$ cat src/rtl/dsi_tx_pixel_reader.sv
// -----------------------------------------------------------------------------
// dsi_tx_pixel_reader
//
// Drain-side reader of the DSI TX pixel FIFO, running in the PHY byte-clock
// domain. When the packet assembler asks for a line, the reader waits until a
// full line is buffered. It then pops exactly W = ceil(LINE_BYTES/4) 32-bit
// words from the show-ahead FIFO and presents them on a registered
// valid/ready stream. The last word carries partial byte strobes.
//
// HS payload cannot stall, so a FIFO underflow mid-line is covered with
// PAD_WORD. Every pad adds one word of "debt". Those late pixels are popped
// and discarded before the next line starts, which keeps later lines aligned.
//
// Ports
//   clk, rst          byte clock, synchronous active-high reset
//   fifo_data         show-ahead FIFO head word
//   fifo_not_empty    FIFO head valid
//   fifo_line_ready   at least one full line buffered
//   fifo_read_ack     pop FIFO head this cycle (combinational)
//   line_start        pulse: request one line payload (ignored unless idle)
//   line_busy         line in progress (state != IDLE)
//   line_done         one-cycle pulse after the last word is accepted
//   pix_data/strb     payload word (byte 0 = bits[7:0], sent first), strobes
//   pix_valid/ready   output handshake
//   pix_last          final word of the line
//   underflow         sticky, set on any pad word, cleared by err_clear
//   err_clear         clears underflow (a simultaneous set wins)
//   state_dbg         current FSM state encoding, for observation
//
// Handshake: a word transfers on a clock edge where pix_valid && pix_ready.
// While pix_valid=1 and pix_ready=0, pix_data/strb/last stay frozen and
// pix_valid does not drop. pix_valid never depends combinationally on
// pix_ready.
// -----------------------------------------------------------------------------
module dsi_tx_pixel_reader #(
    parameter int unsigned LINE_BYTES = 640,
    parameter logic [31:0] PAD_WORD   = 32'h0000_0000
) (
    input  logic        clk,
    input  logic        rst,
    input  logic [31:0] fifo_data,
    input  logic        fifo_not_empty,
    input  logic        fifo_line_ready,
    output logic        fifo_read_ack,
    input  logic        line_start,
    output logic        line_busy,
    output logic        line_done,
    output logic [31:0] pix_data,
    output logic [3:0]  pix_strb,
    output logic        pix_valid,
    input  logic        pix_ready,
    output logic        pix_last,
    output logic        underflow,
    input  logic        err_clear,
    output logic [2:0]  state_dbg
);

    localparam int unsigned WORDS   = (LINE_BYTES + 3) / 4;
    localparam logic [15:0] WORDS_W = 16'(WORDS);
    localparam logic [3:0]  LAST_STRB =
        (LINE_BYTES % 4 == 1) ? 4'b0001 :
        (LINE_BYTES % 4 == 2) ? 4'b0011 :
        (LINE_BYTES % 4 == 3) ? 4'b0111 : 4'b1111;

    typedef enum logic [2:0] {
        S_IDLE      = 3'd0,
        S_DRAIN     = 3'd1,
        S_WAIT_LINE = 3'd2,
        S_STREAM    = 3'd3,
        S_FINISH    = 3'd4
    } state_t;

    state_t      state, state_nxt;
    logic [15:0] fetch_cnt;   // words of the current line still to load
    logic [15:0] debt;        // late words still to discard (saturating)

    logic load;        // output register takes a new word this cycle
    logic load_pad;    // ... and it is a pad word (FIFO empty)
    logic drain_pop;   // discard one late word
    logic last_accept;

    always_comb begin
        load        = (state == S_STREAM) && (!pix_valid || pix_ready) &&
                      (fetch_cnt != 16'd0);
        load_pad    = load && !fifo_not_empty;
        drain_pop   = ((state == S_IDLE) || (state == S_DRAIN)) &&
                      (debt != 16'd0) && fifo_not_empty;
        last_accept = pix_valid && pix_ready && pix_last;

        fifo_read_ack = (load && fifo_not_empty) || drain_pop;
        line_busy     = (state != S_IDLE);
        line_done     = (state == S_FINISH);
        state_dbg     = state;

        state_nxt = state;
        case (state)
            S_IDLE: begin
                if (line_start) begin
                    if (debt != 16'd0)        state_nxt = S_DRAIN;
                    else if (fifo_line_ready) state_nxt = S_STREAM;
                    else                      state_nxt = S_WAIT_LINE;
                end
            end
            S_DRAIN: begin
                // Leave once the debt register shows zero; the head of the
                // FIFO is then the true first pixel of the requested line.
                if (debt == 16'd0)
                    state_nxt = fifo_line_ready ? S_STREAM : S_WAIT_LINE;
            end
            S_WAIT_LINE: begin
                if (fifo_line_ready) state_nxt = S_STREAM;
            end
            S_STREAM: begin
                if (last_accept) state_nxt = S_FINISH;
            end
            S_FINISH: state_nxt = S_IDLE;
            default:  state_nxt = S_IDLE;
        endcase
    end

    always_ff @(posedge clk) begin
        if (rst) begin
            state     <= S_IDLE;
            fetch_cnt <= 16'd0;
            debt      <= 16'd0;
            pix_valid <= 1'b0;
            pix_data  <= 32'd0;
            pix_strb  <= 4'd0;
            pix_last  <= 1'b0;
            underflow <= 1'b0;
        end else begin
            state <= state_nxt;

            // Re-armed every idle cycle so each line starts with a full count.
            if (state == S_IDLE)
                fetch_cnt <= WORDS_W;
            else if (load)
                fetch_cnt <= fetch_cnt - 16'd1;

            // Drain and pad never coincide: they live in disjoint states.
            if (drain_pop)
                debt <= debt - 16'd1;
            else if (load_pad && (debt != 16'hFFFF))
                debt <= debt + 16'd1;

            if (load) begin
                pix_valid <= 1'b1;
                pix_data  <= fifo_not_empty ? fifo_data : PAD_WORD;
                pix_strb  <= (fetch_cnt == 16'd1) ? LAST_STRB : 4'b1111;
                pix_last  <= (fetch_cnt == 16'd1);
            end else if (pix_valid && pix_ready) begin
                pix_valid <= 1'b0;
                pix_last  <= 1'b0;
            end

            if (load_pad)
                underflow <= 1'b1;
            else if (err_clear)
                underflow <= 1'b0;
        end
    end

endmodule

$ cat config.mk
export PLATFORM = sky130hd
export DESIGN_NAME = dsi_tx_pixel_reader
export DESIGN_NICKNAME = d
export VERILOG_FILES = /design/src/rtl/dsi_tx_pixel_reader.sv
export SDC_FILE = /design/constraint.sdc
export NUM_CORES = 1
export LEC_CHECK = 0
export BUFFER_PORTS_ARGS = -buffer_cell sky130_fd_sc_hd__buf_2
export CELL_PAD_IN_SITES_DETAIL_PLACEMENT = 1
export CELL_PAD_IN_SITES_GLOBAL_PLACEMENT = 1
export CORE_MARGIN = 1.5
export CORE_UTILIZATION = 40
export CTS_BUF_LIST = sky130_fd_sc_hd__clkbuf_4
export CTS_CLUSTER_DIAMETER = 120
export DETAILED_ROUTE_END_ITERATION = 10
export GPL_TIMING_DRIVEN = 0
export PLACE_DENSITY = 0.84
export RECOVER_POWER = 25
export SLEW_MARGIN = 20
export SYNTH_ARGS = -nofsm -noshare
export SYNTH_HDL_FRONTEND = slang
export SYNTH_SLANG_ARGS = --single-unit
$ cat constraint.sdc
create_clock -name clk -period 4.9 [get_ports clk]
set_input_delay 0.49 -clock clk [delete_from_list [all_inputs] [get_ports clk]]
set_output_delay 0.49 -clock clk [all_outputs]
set_load 0.1 [all_outputs]
# Word-level counts from Yosys, hierarchy flattened
# Cells that the tools add are included.
dict set report word_totals {
  latchBits 0
  output_inout_bits 45
  wordCells 64
  n_memories 0
  rom_bits 0
  regBits 71
  ram_bits 0
}
dict set report op_classes {
  addsub 3
  bitwise_logic 0
  div_mod_pow 0
  n_mul 0
  n_mux 17
  eq_ne 10
  shift 0
  reduce_logical 25
  magnitude_cmp 0
}
# op n
set op_table {}
lappend op_table {{16-bit two-way mux} 2}
lappend op_table {{32-bit two-way mux} 1}
lappend op_table {{16-bit nonzero test} 2}
lappend op_table {{16-bit by 1-bit subtractor with 16-bit output, second input constant} 2}
lappend op_table {{16-bit by 1-bit adder with 16-bit output, second input constant} 1}
lappend op_table {{16-bit by 1-bit == test with 1-bit output, second input constant} 1}
lappend op_table {{16-bit zero test} 1}
lappend op_table {{8-bit two-way mux} 2}
lappend op_table {{16-bit != test, second input constant} 1}
lappend op_table {{3-bit two-way mux} 4}
lappend op_table {{3-bit one-hot mux with 4 select lines} 1}
lappend op_table {{1-bit logical AND} 9}
lappend op_table {{2-bit nonzero test} 4}
lappend op_table {{3-bit by 2-bit == test with 1-bit output, second input constant} 2}
lappend op_table {{1-bit two-way mux} 6}
lappend op_table {{2-bit != test, second input constant} 3}
lappend op_table {{4-bit AND reduction} 1}
lappend op_table {{3-bit by 1-bit == test with 1-bit output, second input constant} 1}
lappend op_table {{3-bit == test, second input constant} 1}
lappend op_table {{3-bit zero test} 1}
lappend op_table {{1-bit logical OR} 3}
lappend op_table {{3-bit nonzero test} 1}
lappend op_table {{1-bit zero test} 2}
lappend op_table {{2-bit two-way mux} 1}
lappend op_table {{2 further kinds} 2}

# Longest topological paths before layout
# Gate-level depths: netlist of the first run.
dict set report depth {
  depth_word 8
  depth_mapped 11
}

# Worst setup path before layout of the first run
# OpenSTA, ideal clock, no wires.
dict set report synth_path {
  path_kind {reg-to-reg}
  startpoint {register state[1], in the netlist state_dbg[1]}
  endpoint {register debt[14]}
  stages_incl_launch_ff 11
  setup_time_ns 0.135
  required_time_ns 4.765
  slack_ns 0.111
  arrival_ns 4.654
  path_cell_list {dfxtp_1 clkbuf_1 nor4b_1 ha_1 a21oi_1 o21ai_0 a311oi_1 nor2b_1 o41ai_1 xor2_1 a211oi_2}
}
dict set report synth_between {
  elab_chain_cells 6
}
# item line_no
set synth_lines {}
lappend synth_lines {{from (decl)} 73} ;# state_t state, state_nxt;
lappend synth_lines {{from (signal assigned)} 132} ;# state <= state_nxt;
lappend synth_lines {{3-bit by 2-bit == test with 1-bit output} 83} ;# load = (state == S_STREAM) && (!pix_valid || pix_ready) &&
lappend synth_lines {{1-bit logical AND (2 in a row)} 83}
lappend synth_lines {{1-bit logical AND} 85} ;# load_pad = load && !fifo_not_empty;
lappend synth_lines {{1-bit logical AND} 143} ;# else if (load_pad && (debt != 16'hFFFF))
lappend synth_lines {{2-bit nonzero test (no line)} -}
lappend synth_lines {{to (signal assigned)} 142} ;# debt <= debt - 16'd1;
lappend synth_lines {{to (signal assigned)} 144} ;# debt <= debt + 16'd1;
lappend synth_lines {{to (decl)} 75} ;# logic [15:0] debt;
# Parallel ways exist; a longest one is shown, timed or not.
# A chain may end at the register's enable or synchronous reset.

# Final worst setup path of the first run
dict set report layout_path {
  startpoint {register debt[11]}
  endpoint {register debt[14]}
}
dict set report layout_between {
  elab_chain_cells 4
}
# item
set layout_lines {}
lappend layout_lines {{parallel branches: the longest is 4 deep, another holds 16-bit by 1-bit adder with 16-bit output}}
# Several ways; the timed one is not identified. The select of a mux whose other input is x is not followed.

==> results of run 1 <==
[metal layers]
metal / GRT usage / routed length (um) / part of all wire
met5: 0 / 0 / 0
met4: 0.0992 / 225 / 0.021
met3: 0.0542 / 435 / 0.041
met2: 0.409 / 5450 / 0.52
met1: 0.265 / 4450 / 0.42
[path summary, 6_finish.rpt]
path	from	end	slack, ns	cells past startpoint
min reg2reg	pix_data[8]$_SDFFE_PP0P_	pix_data[8]$_SDFFE_PP0P_	0.46	2
max	debt[11]$_SDFFE_PP0P_	debt[14]$_SDFFE_PP0P_	0.91	13
min	fifo_data[8]	pix_data[8]$_SDFFE_PP0P_	0.32	3
max reg2reg	debt[11]$_SDFFE_PP0P_	debt[14]$_SDFFE_PP0P_	0.91	13
[Yosys cell counts (3+ instances only)]
cell type   n  area, um2
a211oi_2    3       37.5
a21o_1      5       37.5
a21oi_1    58        290
a31oi_1     3       18.8
and2_1      3       18.8
buf_1       4       15.0
buf_2       3       15.0
buf_4       4       30.0
clkbuf_1   13       48.8
dfxtp_1    71       1420
ha_1       16        200
inv_1       7       26.3
nand2_1    68        255
nand3_1    36        180
nand4_1     6       37.5
nor2_1     36        135
nor2b_1     6       37.5
nor3_1     11       55.1
nor3b_1     5       37.5
nor4_1     10       62.6
o21ai_0     4       20.0
xnor2_1    14        123
xor2_1     14        123
[area by class of cell]
type                       instances  area (um2)
multi-input combinational        329        1960
inverter                           7        26.3
clock inverter                     7        72.6
timing repair buffer              85         394
tap                              108         135
fill                            1125        4440
clock buffer                       9        67.6
buffer                            25         120
sequential                        71        1420
[cells in the final DEF (no fill, tap or decap), drive strengths merged, types with 8 or more instances in the layout]
cell / instances
nor2: 36
nand3: 37
xnor2: 14
nand2: 68
ha: 16
nor3: 12
a21oi: 58
xor2: 14
buf: 68
nor4: 11
clkbuf: 51
inv: 8
dfxtp: 71
[logic make-up (layout without fill, tap and decap cells)]
logic type                 count (synthesis)  in the layout  share of synthesized area
and+or+nand+nor                          196            196                      0.270
AOI/OAI and AO/OA                         88             88                      0.153
DFF                                       71             71                      0.404
buffers and inverters                     32            133                     0.0416
xor gates and xnor gates                  28             28                     0.0696
adders and majority gates                 17             17                     0.0625
[flip-flops by register name, indices dropped and copies added, names as in the netlist]
signal,count
pix_strb,1
pix_valid,1
pix_last,1
pix_data,32
debt,16
fetch_cnt,16
state_dbg,3
underflow,1
[power by group through the flow]
stage | clock network, mW | registers [mW] | logic (mW)
after floorplan | 0 | 0.837 | 0.831
after global placement | 0 | 0.768 | 1.10
after detailed placement | 0 | 0.775 | 1.16
after CTS | 0.385 | 0.763 | 1.17
after global routing | 0.409 | 0.777 | 1.28
final | 0.378 | 0.763 | 1.16
[worst max-delay path, cell delays in order, from the launching register on]
cell and delay, ns:
dfxtp_1 0.36, nor4_1 0.45, nand4_1 0.29, nor4b_2 0.25
buf_2 0.21, buf_4 0.19, fa_1 0.40, a21oi_1 0.23
o21ai_0 0.19, a311oi_1 0.50, nor2b_1 0.10, o41ai_1 0.30
xor2_1 0.28, a211oi_2 0.11
[metrics by stage]
stage          worst slack (ns)  power (mW)  TNS (ns)  utilization
2_1_floorplan             0.111        1.67         0            -
6_report                  0.906        2.30         0        0.486
4_1_cts                   0.910        2.32         0        0.490
5_1_grt                   0.654        2.47         0        0.486
3_5_place_dp              0.936        1.94         0        0.474
3_3_place_gp             -0.929        1.86     -4.92        0.471
==> results.yml, run 1 <==
run_status:
  status: "finished clean"
timing:
  finalClockSkew_ns: 0.0190
  fin_crit_sh: 0.815
  hold_viol_final: 0
  setup_viol: 0
  worst_pin_slew_ns: 1.21
  max_freq_mhz: 250
  holdWs_ns: 0.321
  slew_violations: 0
  maxSlewHeadroom: 0.198
  rsz0062_at_grt: "false"
  period_minus_slack_ns: 3.99
clock_tree:
  post-cts-setup-buffers: 0
  clock_latency_ns: 0.42
  cts_tree: "yes"
  path_clk_slew_ns: 0.13
  numClockSinks: 71
  postCtsHoldBufs: 0
  htree_levels: 3
  cts_buffers: 9
  clk_path_buf_depth: 2
  cts_root_buffer: "clkbuf_4"
  cts_resized: 0
placement:
  place_area_um2: 4090
  dp_hpwl_um: 7900
  port_buffers: 82
  dp.cells: 625
  gp_congestion: 0.809
die:
  core_area_um2: 8640
  start_util: 0.408
  io_pins: 84
  die_area_um2: 9380
  dieHeight_um: 96.8
  rows: 34
  die_width_um: 96.8
power_and_ir_drop:
  static-leakage-power_nw: 1.63
  powerDensity_nw_per_um2: 549
  p_clk_frac: 0.164
  p_sw_mw: 1.06
  sequentialPowerShare: 0.331
  combPwrFrac: 0.505
  ir_drop_mv: 0.294
  internal-power_mw: 1.24
  netSwitchingFraction: 0.460
synthesis:
  syn_nets: 488
  ys_seq_area_frac: 0.404
  synth_cell_types: 51
  synth-edff-count: 0
  synth_top_flop_cell: "dfxtp_1"
  synthArstFlopShare: 0
  synth-warning-count: 0
  avgSynthCellArea_um2: 8.15
  ys_seq_elements: 71
  synth.cell_area_um2: 3520
  synth_cells: 432
global_routing:
  grt_max_degree: 14
  grt_overflow: 0
  grt_pass1_wl_um: 17700
  grt_usage: 0.231
  antenna_found_initial: 0
  grt_pass1_vias: 3719
critical_path:
  critical_path_class: "reg -> reg"
  start_kind: "register"
  endpoint_kind: "register"
  required_ns: 5.19
  arrival_ns: 4.28
  critPathMaxFanout: 9
route:
  dr.pass1.iters: 4
  vias: 3488
  wl_um: 10600
  ant_nets: 0
  wire_per_inst_um: 16.5
  viasPerCell: 5.44
  post-route-drc-count: 0
  initialDrtViolationCount: 111
worst_hold_path:
  hp-class: "in -> reg"
final_layout:
  nNetsFinal: 584
  stdcell_count: 641
  drive_gt1_frac: 0.163
  final_cell_area_um2: 4200
  area_growth_pct: 19.2
  antenna_cells: 0
job:
  maxCapViolations: 0
Power figures use the tool's default switching activity.
==> run 2: changes to the inputs <==
--- a/config.mk
+++ b/config.mk
@@ -5,16 +5,17 @@
 export SDC_FILE = /design/constraint.sdc
 export NUM_CORES = 1
 export LEC_CHECK = 0
+export ABC_AREA = 1
 export BUFFER_PORTS_ARGS = -buffer_cell sky130_fd_sc_hd__buf_2
 export CELL_PAD_IN_SITES_DETAIL_PLACEMENT = 1
 export CELL_PAD_IN_SITES_GLOBAL_PLACEMENT = 1
 export CORE_MARGIN = 1.5
-export CORE_UTILIZATION = 40
+export CORE_UTILIZATION = 36
 export CTS_BUF_LIST = sky130_fd_sc_hd__clkbuf_4
 export CTS_CLUSTER_DIAMETER = 120
 export DETAILED_ROUTE_END_ITERATION = 10
 export GPL_TIMING_DRIVEN = 0
-export PLACE_DENSITY = 0.84
+export PLACE_DENSITY = 0.82
 export RECOVER_POWER = 25
 export SLEW_MARGIN = 20
 export SYNTH_ARGS = -nofsm -noshare
==> constraint.sdc (replaced) <==
create_clock -name clk -period 3.4 [get_ports clk]
set_input_delay 0.34 -clock clk [delete_from_list [all_inputs] [get_ports clk]]
set_output_delay 0.34 -clock clk [all_outputs]
set_load 0.1 [all_outputs]
==> run 2 against run 1 <==
Compared with the run above: global-route usage fell by 1.4 points; sequential cell count did not move; clock-buffer cell count rose by 1; critical path type unchanged.
==> results.yml, run 2 <==
synthesis:
  syn_nets: 614
  synth_cell_types: 34
  synth.cell_area_um2: 3840
  synth-edff-count: 0
  synth_compound_area_frac: 0.140
  synth_top_cells_by_count: "nand2_1, a21oi_1, dfxtp_1"
  synthTopCellsByArea: "dfxtp_1, nand2_1, a21oi_1, nand3_1, nor2_1"
  ys_seq_area_frac: 0.370
  avgSynthCellArea_um2: 6.88
  synthMuxAreaShare: 0
  synth_top_area_frac: 0.370
  synth_cells: 558
  synth-xor-area-share: 0.0319
  synth_top_flop_cell: "dfxtp_1"
  ys_seq_elements: 71
  synthArstFlopShare: 0
  synthSimpleGateAreaFrac: 0.315
  synth_top_area_cell: "dfxtp_1"
  synthAdderAreaFrac: 0.0573
  synth_top_family_by_area: "simple AND/OR/NAND/NOR gates"
  synth-warning-count: 0
  synth.most_common_cell: "nand2_1"
final_layout:
  largest-register: "pix_data"
  final_util: 0.440
  top_regs: "pix_data x32, debt x16, fetch_cnt x16"
  largest_reg_flops: 32
  layout_commonest_cell: "nand2_1"
  antenna_cells: 0
  area_growth_pct: 18.2
  drive_gt1_frac: 0.160
  final_cell_mix: "nand2_1, a21oi_1, dfxtp_1"
  nNetsFinal: 706
worst_hold_path:
  holdPathStages: 3
  hold_end: "pix_data[11]$_SDFFE_PP0P_"
  hp-class: "in -> reg"
  min_from: "fifo_data[11]"
die:
  core_area_um2: 10300
  io_pins: 84
  die_width_um: 106
  rows: 37
  die_area_um2: 11300
  start_util: 0.372
  dieHeight_um: 106
timing:
  setup_viol: 0
  finalClockSkew_ns: 0.0173
  fin_ws_ns: 0.431
  max_freq_mhz: 337
  tns_ns: 0
  maxSlewHeadroom: 0.185
  rsz0062_at_grt: "false"
  worst_pin_slew_ns: 1.23
  slew_violations: 0
  hold_viol_final: 0
  fin_crit_sh: 0.873
  period_minus_slack_ns: 2.97
placement:
  port_buffers: 81
  dp_slack_ns: 0.279
  dp_hpwl_um: 9270
  gp_congestion: 0.865
critical_path:
  ff2ff_path_depth: 17
  reg2reg_slack_ns: 0.43
  endpoint_kind: "register"
  arrival_ns: 3.31
  r2r_start: "state_dbg[2]$_SDFFE_PP0P_"
  critical_path_class: "reg -> reg"
  required_ns: 3.74
  critPathMaxFanout: 16
  r2r-end: "debt[14]$_SDFFE_PP0P_"
  start_kind: "register"
clock_tree:
  post-cts-setup-buffers: 0
  cts_tree: "yes"
  htree_levels: 3
  path_clk_slew_ns: 0.14
  numClockSinks: 71
  clk_path_buf_depth: 2
  cts_root_buffer: "clkbuf_4"
  clock_latency_ns: 0.43
  cts_buffers: 9
route:
  vias: 4033
  dr.pass1.iters: 5
  initialDrtViolationCount: 147
  post-route-drc-count: 0
  viasPerCell: 5.10
  wl_um: 11800
  ant_nets: 0
  wire_per_inst_um: 15.0
global_routing:
  grt_overflow: 0
  antenna_found_initial: 0
  grt_usage: 0.217
  grt_pass1_wl_um: 19800
  grt_pass1_vias: 4154
  grt_max_degree: 17
power_and_ir_drop:
  static-leakage-power_nw: 1.99
  ir_drop_mv: 0.380
  fin_total_pwr_mw: 3.87
  powerDensity_nw_per_um2: 851
run_status:
  status: "finished clean"
job:
  maxCapViolations: 0
[run 2: cell families (layout without fill, tap and decap cells)]
family,after synthesis,in the layout
AND/OR/NAND/NOR,280,280
buffers and inverters,72,169
XOR/XNOR,14,14
flip-flops,71,71
adder cells (fa/ha/maj),17,17
AO/OA/AOI/OAI,104,104
[run 2: repair_timing]
action                     CTS  global route
setup endpoints to repair    0             1
hold buffers                 0             0
resized for setup            0             2
[run 2: report_power, final]
part           leakage (nW)  internal [mW]  total, mW  switching, mW
clock network        0.0692          0.236      0.570          0.334
registers             0.578          0.968       1.13          0.160
logic                  1.35          0.667       2.17           1.50
total                  1.99           1.87       3.87           2.00
[run 2: critical path: stages (launching register included)]
cell	delay, ns
dfxtp_2	0.38
inv_1	0.13
nand2_2	0.20
nand2_1	0.09
inv_1	0.06
nor2_1	0.04
nand2_2	0.14
clkinvlp_4	0.36
ha_1	0.45
nand2_1	0.09
nand3_1	0.10
nand2_1	0.10
o21ai_1	0.28
nand3_1	0.17
nand3_1	0.12
nand2_1	0.05
nor2_1	0.09
nor2_1	0.04
[run 2: area by class of cell]
type                    count  area, um2
plain buffers              25        153
clock buffers              10       75.1
clock inverters             6       70.1
fillers                  1413       5780
inverters                  47        180
multi-input cells         415       2100
flip-flops and latches     71       1430
well taps                 136        170
repair buffers             81        373
[run 2: how the worst max path moves through the flow]
stage	to	cells past startpoint	slack [ns]	startpoint
finish	debt[14]$_SDFFE_PP0P_	17	0.43	state_dbg[2]$_SDFFE_PP0P_
CTS	debt[14]$_SDFFE_PP0P_	17	0.28	state_dbg[2]$_SDFFE_PP0P_
floorplan	debt[14]$_SDFFE_PP0P_	17	0.16	state_dbg[2]$_SDFFE_PP0P_
global route	debt[14]$_SDFFE_PP0P_	17	0.07	state_dbg[0]$_SDFFE_PP0P_
detailed placement	debt[14]$_SDFFE_PP0P_	17	0.28	state_dbg[2]$_SDFFE_PP0P_
global placement	debt[14]$_SDFFE_PP0P_	17	0.38	state_dbg[2]$_SDFFE_PP0P_
[run 2: stage by stage]
| stage | hold slack [ns] | cell area [um2] | std cells |
|---|---|---|---|
| 2_1_floorplan | 0.464 | 3850 | 558 |
| 5_1_grt | 0.139 | 4540 | 791 |
| 3_5_place_dp | 0.459 | 4430 | 775 |
| 6_report | 0.154 | 4540 | 791 |
| 3_3_place_gp | 0.451 | 4430 | 775 |
| 4_1_cts | 0.128 | 4570 | 791 |
[run 2: metal layers]
| metal | GRT usage | vias to the layer above | part of all wire |
|---|---|---|---|
| met4 | 0.0560 | 0 | 0.016 |
| met2 | 0.366 | 60 | 0.50 |
| met3 | 0.0546 | 17 | 0.035 |
| met1 | 0.275 | 1944 | 0.45 |
| li1 | - | 2012 | - |
| met5 | 0 | - | 0 |
